$ cat src/rtl/uart_pkg.sv
// Shared UART definitions: TX state encoding, default oversampling rate and
// frame bit counts so the transmitter and receiver agree on the frame format.
package uart_pkg;

    localparam int TICKS_PER_BIT_DEF = 8;
    localparam int START_BITS        = 1;
    localparam int DATA_BITS         = 8;

    typedef enum logic [2:0] {
        ST_IDLE   = 3'd0,
        ST_START  = 3'd1,
        ST_DATA   = 3'd2,
        ST_PARITY = 3'd3,
        ST_STOP   = 3'd4
    } tx_state_t;

    // Even parity: the bit that makes the total count of ones even.
    function automatic logic even_parity(input logic [7:0] d);
        return ^d;
    endfunction

endpackage

$ cat src/rtl/uart_tx_if.sv
// Byte request handshake between the data formatter (master) and uart_tx (slave).
interface uart_tx_if;

    logic       i_start;
    logic [7:0] i_din;
    logic       o_tx_busy;
    logic       o_tx_done;

    modport master (output i_start, output i_din, input o_tx_busy, input o_tx_done);
    modport slave  (input i_start, input i_din, output o_tx_busy, output o_tx_done);

endinterface

$ cat src/rtl/uart_tx.sv
// UART transmitter: start bit, 8 data bits LSB first, optional even parity, stop bit(s).
// Optional parity bit is compiled in with the UART_TX_PARITY_EN macro.
module uart_tx
    import uart_pkg::*;
#(
    parameter int TICKS_PER_BIT = TICKS_PER_BIT_DEF,
    parameter int STOP_BITS     = 1
) (
    input  logic      clk,
    input  logic      rst,
    input  logic      b_tick,
    uart_tx_if.slave  bus,
    output logic      o_tx
);

    localparam int TW = (TICKS_PER_BIT > 1) ? $clog2(TICKS_PER_BIT) : 1;

    tx_state_t       r_state;
    logic [TW-1:0]   r_tick;
    logic [2:0]      r_bit;
    logic [7:0]      r_shift;
    logic            r_tx;
    logic            r_busy;
    logic            r_done;

    tx_state_t       w_state;
    logic [TW-1:0]   w_tick;
    logic [2:0]      w_bit;
    logic [7:0]      w_shift;
    logic            w_tx;
    logic            w_busy;
    logic            w_done;
    logic            w_tick_end;

`ifdef UART_TX_PARITY_EN
    logic            r_par;
    logic            w_par;
`endif

    assign w_tick_end    = b_tick && (r_tick == TW'(TICKS_PER_BIT - 1));
    assign o_tx          = r_tx;
    assign bus.o_tx_busy = r_busy;
    assign bus.o_tx_done = r_done;

    // Next-state, counters and shift register.
    always_comb begin
        w_state = r_state;
        w_bit   = r_bit;
        w_shift = r_shift;
        w_done  = 1'b0;
`ifdef UART_TX_PARITY_EN
        w_par   = r_par;
`endif
        if (w_tick_end) begin
            w_tick = '0;
        end else if (b_tick) begin
            w_tick = r_tick + TW'(1);
        end else begin
            w_tick = r_tick;
        end

        case (r_state)
            ST_IDLE: begin
                // A tick on the acceptance cycle must not count toward the start bit.
                w_tick = '0;
                if (bus.i_start) begin
                    w_shift = bus.i_din;
                    w_bit   = 3'd0;
                    w_state = ST_START;
`ifdef UART_TX_PARITY_EN
                    w_par   = even_parity(bus.i_din);
`endif
                end else begin
                    w_state = ST_IDLE;
                end
            end
            ST_START: begin
                if (w_tick_end) begin
                    w_state = ST_DATA;
                end else begin
                    w_state = ST_START;
                end
            end
            ST_DATA: begin
                if (w_tick_end) begin
                    w_shift = {1'b0, r_shift[7:1]};
                    if (r_bit == 3'(DATA_BITS - 1)) begin
                        w_bit   = 3'd0;
`ifdef UART_TX_PARITY_EN
                        w_state = ST_PARITY;
`else
                        w_state = ST_STOP;
`endif
                    end else begin
                        w_bit   = r_bit + 3'd1;
                    end
                end else begin
                    w_state = ST_DATA;
                end
            end
`ifdef UART_TX_PARITY_EN
            ST_PARITY: begin
                if (w_tick_end) begin
                    w_state = ST_STOP;
                end else begin
                    w_state = ST_PARITY;
                end
            end
`endif
            ST_STOP: begin
                if (w_tick_end) begin
                    if (r_bit == 3'(STOP_BITS - 1)) begin
                        w_bit   = 3'd0;
                        w_state = ST_IDLE;
                        w_done  = 1'b1;
                    end else begin
                        w_bit   = r_bit + 3'd1;
                    end
                end else begin
                    w_state = ST_STOP;
                end
            end
            default: begin
                w_state = ST_IDLE;
                w_tick  = '0;
                w_bit   = 3'd0;
            end
        endcase
    end

    // Line level and busy derived from the next state so outputs can be registered.
    always_comb begin
        w_busy = (w_state != ST_IDLE);
        case (w_state)
            ST_START:  w_tx = 1'b0;
            ST_DATA:   w_tx = w_shift[0];
`ifdef UART_TX_PARITY_EN
            ST_PARITY: w_tx = w_par;
`endif
            default:   w_tx = 1'b1;
        endcase
    end

    // State and output registers.
    always_ff @(posedge clk or negedge rst) begin
        if (!rst) begin
            r_state <= ST_IDLE;
            r_tick  <= '0;
            r_bit   <= 3'd0;
            r_shift <= 8'h00;
            r_tx    <= 1'b1;
            r_busy  <= 1'b0;
            r_done  <= 1'b0;
`ifdef UART_TX_PARITY_EN
            r_par   <= 1'b0;
`endif
        end else begin
            r_state <= w_state;
            r_tick  <= w_tick;
            r_bit   <= w_bit;
            r_shift <= w_shift;
            r_tx    <= w_tx;
            r_busy  <= w_busy;
            r_done  <= w_done;
`ifdef UART_TX_PARITY_EN
            r_par   <= w_par;
`endif
        end
    end

endmodule

$ cat src/flat_wrapper.sv
// flat-port wrapper written by rule: the top's interface ports become plain ports
module uart_tx_flat import uart_pkg::*;
#(
    parameter int TICKS_PER_BIT = TICKS_PER_BIT_DEF,
    parameter int STOP_BITS     = 1
)
  (clk, rst, b_tick, o_tx, bus_i_start, bus_i_din, bus_o_tx_busy, bus_o_tx_done);
  uart_tx_if bus_i ();
  input  logic clk;
  input  logic rst;
  input  logic b_tick;
  output logic o_tx;
  input wire logic [$bits(bus_i.i_start)-1:0] bus_i_start;
  input wire logic [$bits(bus_i.i_din)-1:0] bus_i_din;
  output wire logic [$bits(bus_i.o_tx_busy)-1:0] bus_o_tx_busy;
  output wire logic [$bits(bus_i.o_tx_done)-1:0] bus_o_tx_done;
  assign bus_i.i_start = bus_i_start;
  assign bus_i.i_din = bus_i_din;
  assign bus_o_tx_busy = bus_i.o_tx_busy;
  assign bus_o_tx_done = bus_i.o_tx_done;
  uart_tx #(.TICKS_PER_BIT(TICKS_PER_BIT), .STOP_BITS(STOP_BITS)) u_core (.clk(clk), .rst(rst), .b_tick(b_tick), .bus(bus_i), .o_tx(o_tx));
endmodule
$ cat config.mk
export PLATFORM = sky130hd
export DESIGN_NAME = uart_tx_flat
export DESIGN_NICKNAME = d
export VERILOG_FILES = /design/src/rtl/uart_pkg.sv /design/src/rtl/uart_tx_if.sv /design/src/rtl/uart_tx.sv /design/src/flat_wrapper.sv
export SDC_FILE = /design/constraint.sdc
export NUM_CORES = 1
export LEC_CHECK = 0
export ABC_CLOCK_PERIOD_IN_PS = 2110
export CORE_ASPECT_RATIO = 0.75
export CORE_MARGIN = 4
export CORE_UTILIZATION = 45
export DETAILED_ROUTE_END_ITERATION = 12
export PLACE_DENSITY_LB_ADDON = 0.05
export REMOVE_ABC_BUFFERS = 1
export SLEW_MARGIN = 20
export SYNTH_ARGS = -nofsm -noshare
export SYNTH_HDL_FRONTEND = slang
export SYNTH_SLANG_ARGS = --single-unit
export TNS_END_PERCENT = 30
$ cat constraint.sdc
create_clock -name clk -period 2.11 [get_ports clk]
set_clock_uncertainty 0.2 [all_clocks]
set_input_delay 0.3165 -clock clk [delete_from_list [all_inputs] [get_ports clk]]
set_output_delay 0.3165 -clock clk [all_outputs]
set_load 0.005 [all_outputs]
==> out/results.ini <==
[place]
dp_hpwl_microns=1490
port_buffers=14
placed_cell_area_sq_mm=0.00121
finalWeightedCongestion=0.802

[cells_and_area]
drive_above_1_share=0.148
fillers=196
fin_area_sq_mm=0.00127
syn2layout_area_growth_pct=26.0
diodes=0
nets=140

[worst_setup_path]
rrSetupSlack_ns=0.18
rr_startpoint=u_core.r_tick[0]
path_cells=ha_1, ha_2, nand2_2, buf_4, nor2_4, or3b_1, a31oi_1
cpLargestDelayFamily=simple AND/OR/NAND/NOR gates
crit_cells=7
slowest_stage=dfrtp_1
rr_endpoint=u_core.o_tx
startpoint_type=register
path_max_fanout=10
reg2reg_depth=7
crit_buf_inv=1
cp.arrival_ns=1.97
critPathCaptureType=register
cp_data_required_time_ns=2.15
cp_slowest_stage_delay_ns=0.40
worst-setup-path-type=reg2reg

[clock_tree]
cts.path.max_buffers=2
root_buffer=clkbuf_4
cts.htree.levels=1
cts.sinks=20
cts_tree=yes
clock_latency_ns=0.31
clk_pin_slew_ns=0.12
cts.hold.buffers_added=0
cts_buffers=3

[die]
fp.dieW_microns=62.7
io_pins=15
design.core.area_sq_mm=0.00207
start_util=0.489
die-area_sq_mm=0.00308
die_y_microns=49.1
rows=14

[detailed_routing]
highest_layer=met3
wl_per_cell_microns=13.4
antenna_left=0
dr_total_vias=786
vias_per_cell=5.38
drt_iter0_drc=16
drt-met1-wl_microns=1030
wl_met3_microns=103
route.detailed.drc=0
dr.pass1.iters=4
routed_wl_microns=1950
met2_length_microns=823

[sta]
rsz0062_at_grt=false
setup_viol=0
hold_viol=0
min_period_ns=1.93
fmax_mhz=517
slew_violations=0
fin_crit_sh=0.917
slew_headroom=0.696
worstMarginPinSlew_ns=0.454
hold_ws_ns=0.108
tns_ns=0

[synth]
synth_top_cell_by_area=dfrtp_1
ys_top_cells_by_count=dfrtp_1, nand2_1, a22oi_1
async_flop_share=1.00
yosysWarningCount=0
ys.flop_type=dfrtp_1
synth_seq_area_share=0.496
yosys-top-cells-area=dfrtp_1, nand2_1, ha_1, a22oi_1, nand2b_1
ys_ff_latch=20
syn_inst=100
synth_top_area_frac=0.470
netlist_area_sq_mm=0.00101
yosysMostFrequentCell=dfrtp_1
syn_area_per_cell_sq_um=10.1
synth_edf_count=0
synthDistinctLibCells=31

[power]
leakagePower_nw=0.602
ir_drop_mv=0.585
powerDensity_mw_per_mm2=968

[global_route]
grt_pass1_wl_microns=3550
antenna_found_initial=0
grt-ovfl-total=0
grt_use_total=0.147
grt_pass1_vias=762
grt_max_degree=13

[flow_run]
drv_cap=0

[min_path]
hp-class=in2async

[run_status]
outcome=finished clean

[where the power goes]
part | switching, mW | internal, mW
clock | 0.122 | 0.192
sequential | 0.0722 | 0.506
combinational | 0.162 | 0.178
total | 0.356 | 0.877
[metrics by stage]
stage	instances	utilization	total power [mW]	worst slack, ns
floorplan	96	-	0.768	0.0222
global placement	141	0.586	0.896	0.0937
detailed placement	141	0.586	0.911	0.0777
CTS	145	0.611	1.23	0.0910
global route	146	0.616	1.34	0.0425
finish	146	0.616	1.23	0.175
[kinds of logic after synthesis]
logic type | Yosys count | synth area share
flip-flops | 20 | 0.496
buffers and inverters | 7 | 0.0334
XOR/XNOR | 2 | 0.0173
adder cells (fa/ha/maj) | 5 | 0.0619
AO/OA/AOI/OAI | 22 | 0.150
multiplexers | 2 | 0.0198
AND/OR/NAND/NOR | 42 | 0.222
[sequential cells by signal, summed over array words and instances, names as in the netlist]
register / count
u_core.r_shift: 8
u_core.r_bit: 3
u_core.r_state: 3
u_core.r_tick: 3
u_core.bus.o_tx_busy: 1
u_core.bus.o_tx_done: 1
u_core.o_tx: 1
[worst reg2reg max path, cell delays in order (launching register included)]
cell and delay [ns]:
dfrtp_1 0.40, ha_1 0.20, ha_2 0.20, nand2_2 0.06, buf_4 0.13, nor2_4 0.07, or3b_1 0.41, a31oi_1 0.20
[routing by layer]
layer  GRT usage  up-vias
li1            -      395
met1       0.217      372
met2       0.202       19
met3      0.0599        0
met4      0.0220        0
met5           0        -
[layout make-up]
type                    count  area, sq um  share of cell area
multi-input cells          73          478               0.375
clock buffers               3         22.5              0.0177
flip-flops and latches     20          502               0.394
repair buffers             22          200               0.157
clock inverters             1         30.0              0.0236
well taps                  24         30.0              0.0236
inverters                   3         11.3             0.00884
[worst max-delay path by stage]
stage                           start                end  slack (ns)
floorplan           u_core.r_state[2]  u_core.r_shift[1]        0.02
global route         u_core.r_tick[0]        u_core.o_tx        0.04
finish               u_core.r_tick[0]        u_core.o_tx        0.18
global placement          bus_i_start  u_core.r_shift[5]        0.09
detailed placement        bus_i_start  u_core.r_shift[5]        0.08
CTS                  u_core.r_tick[0]        u_core.o_tx        0.09
[cells in the final DEF (no fill, tap or decap), drive strengths merged, types with 2 or more instances in the layout]
master and instances:
dfrtp 19, nand2 19, clkdlybuf4s50 14, buf 8
a22oi 7, nand2b 5, a21oi 5, nor2 5
ha 5, inv 3, o21ai 3, clkbuf 3
nand3 2, or3 2, or3b 2, nor4b 2
nand3b 2, xor2 2, mux2i 2
[repair_timing]
item	4_1_cts	5_1_grt
setup buffers	0	1
gates resized for setup	0	1
setup endpoints to repair	0	1
Note: power is estimated with default switching activity, not from simulation.
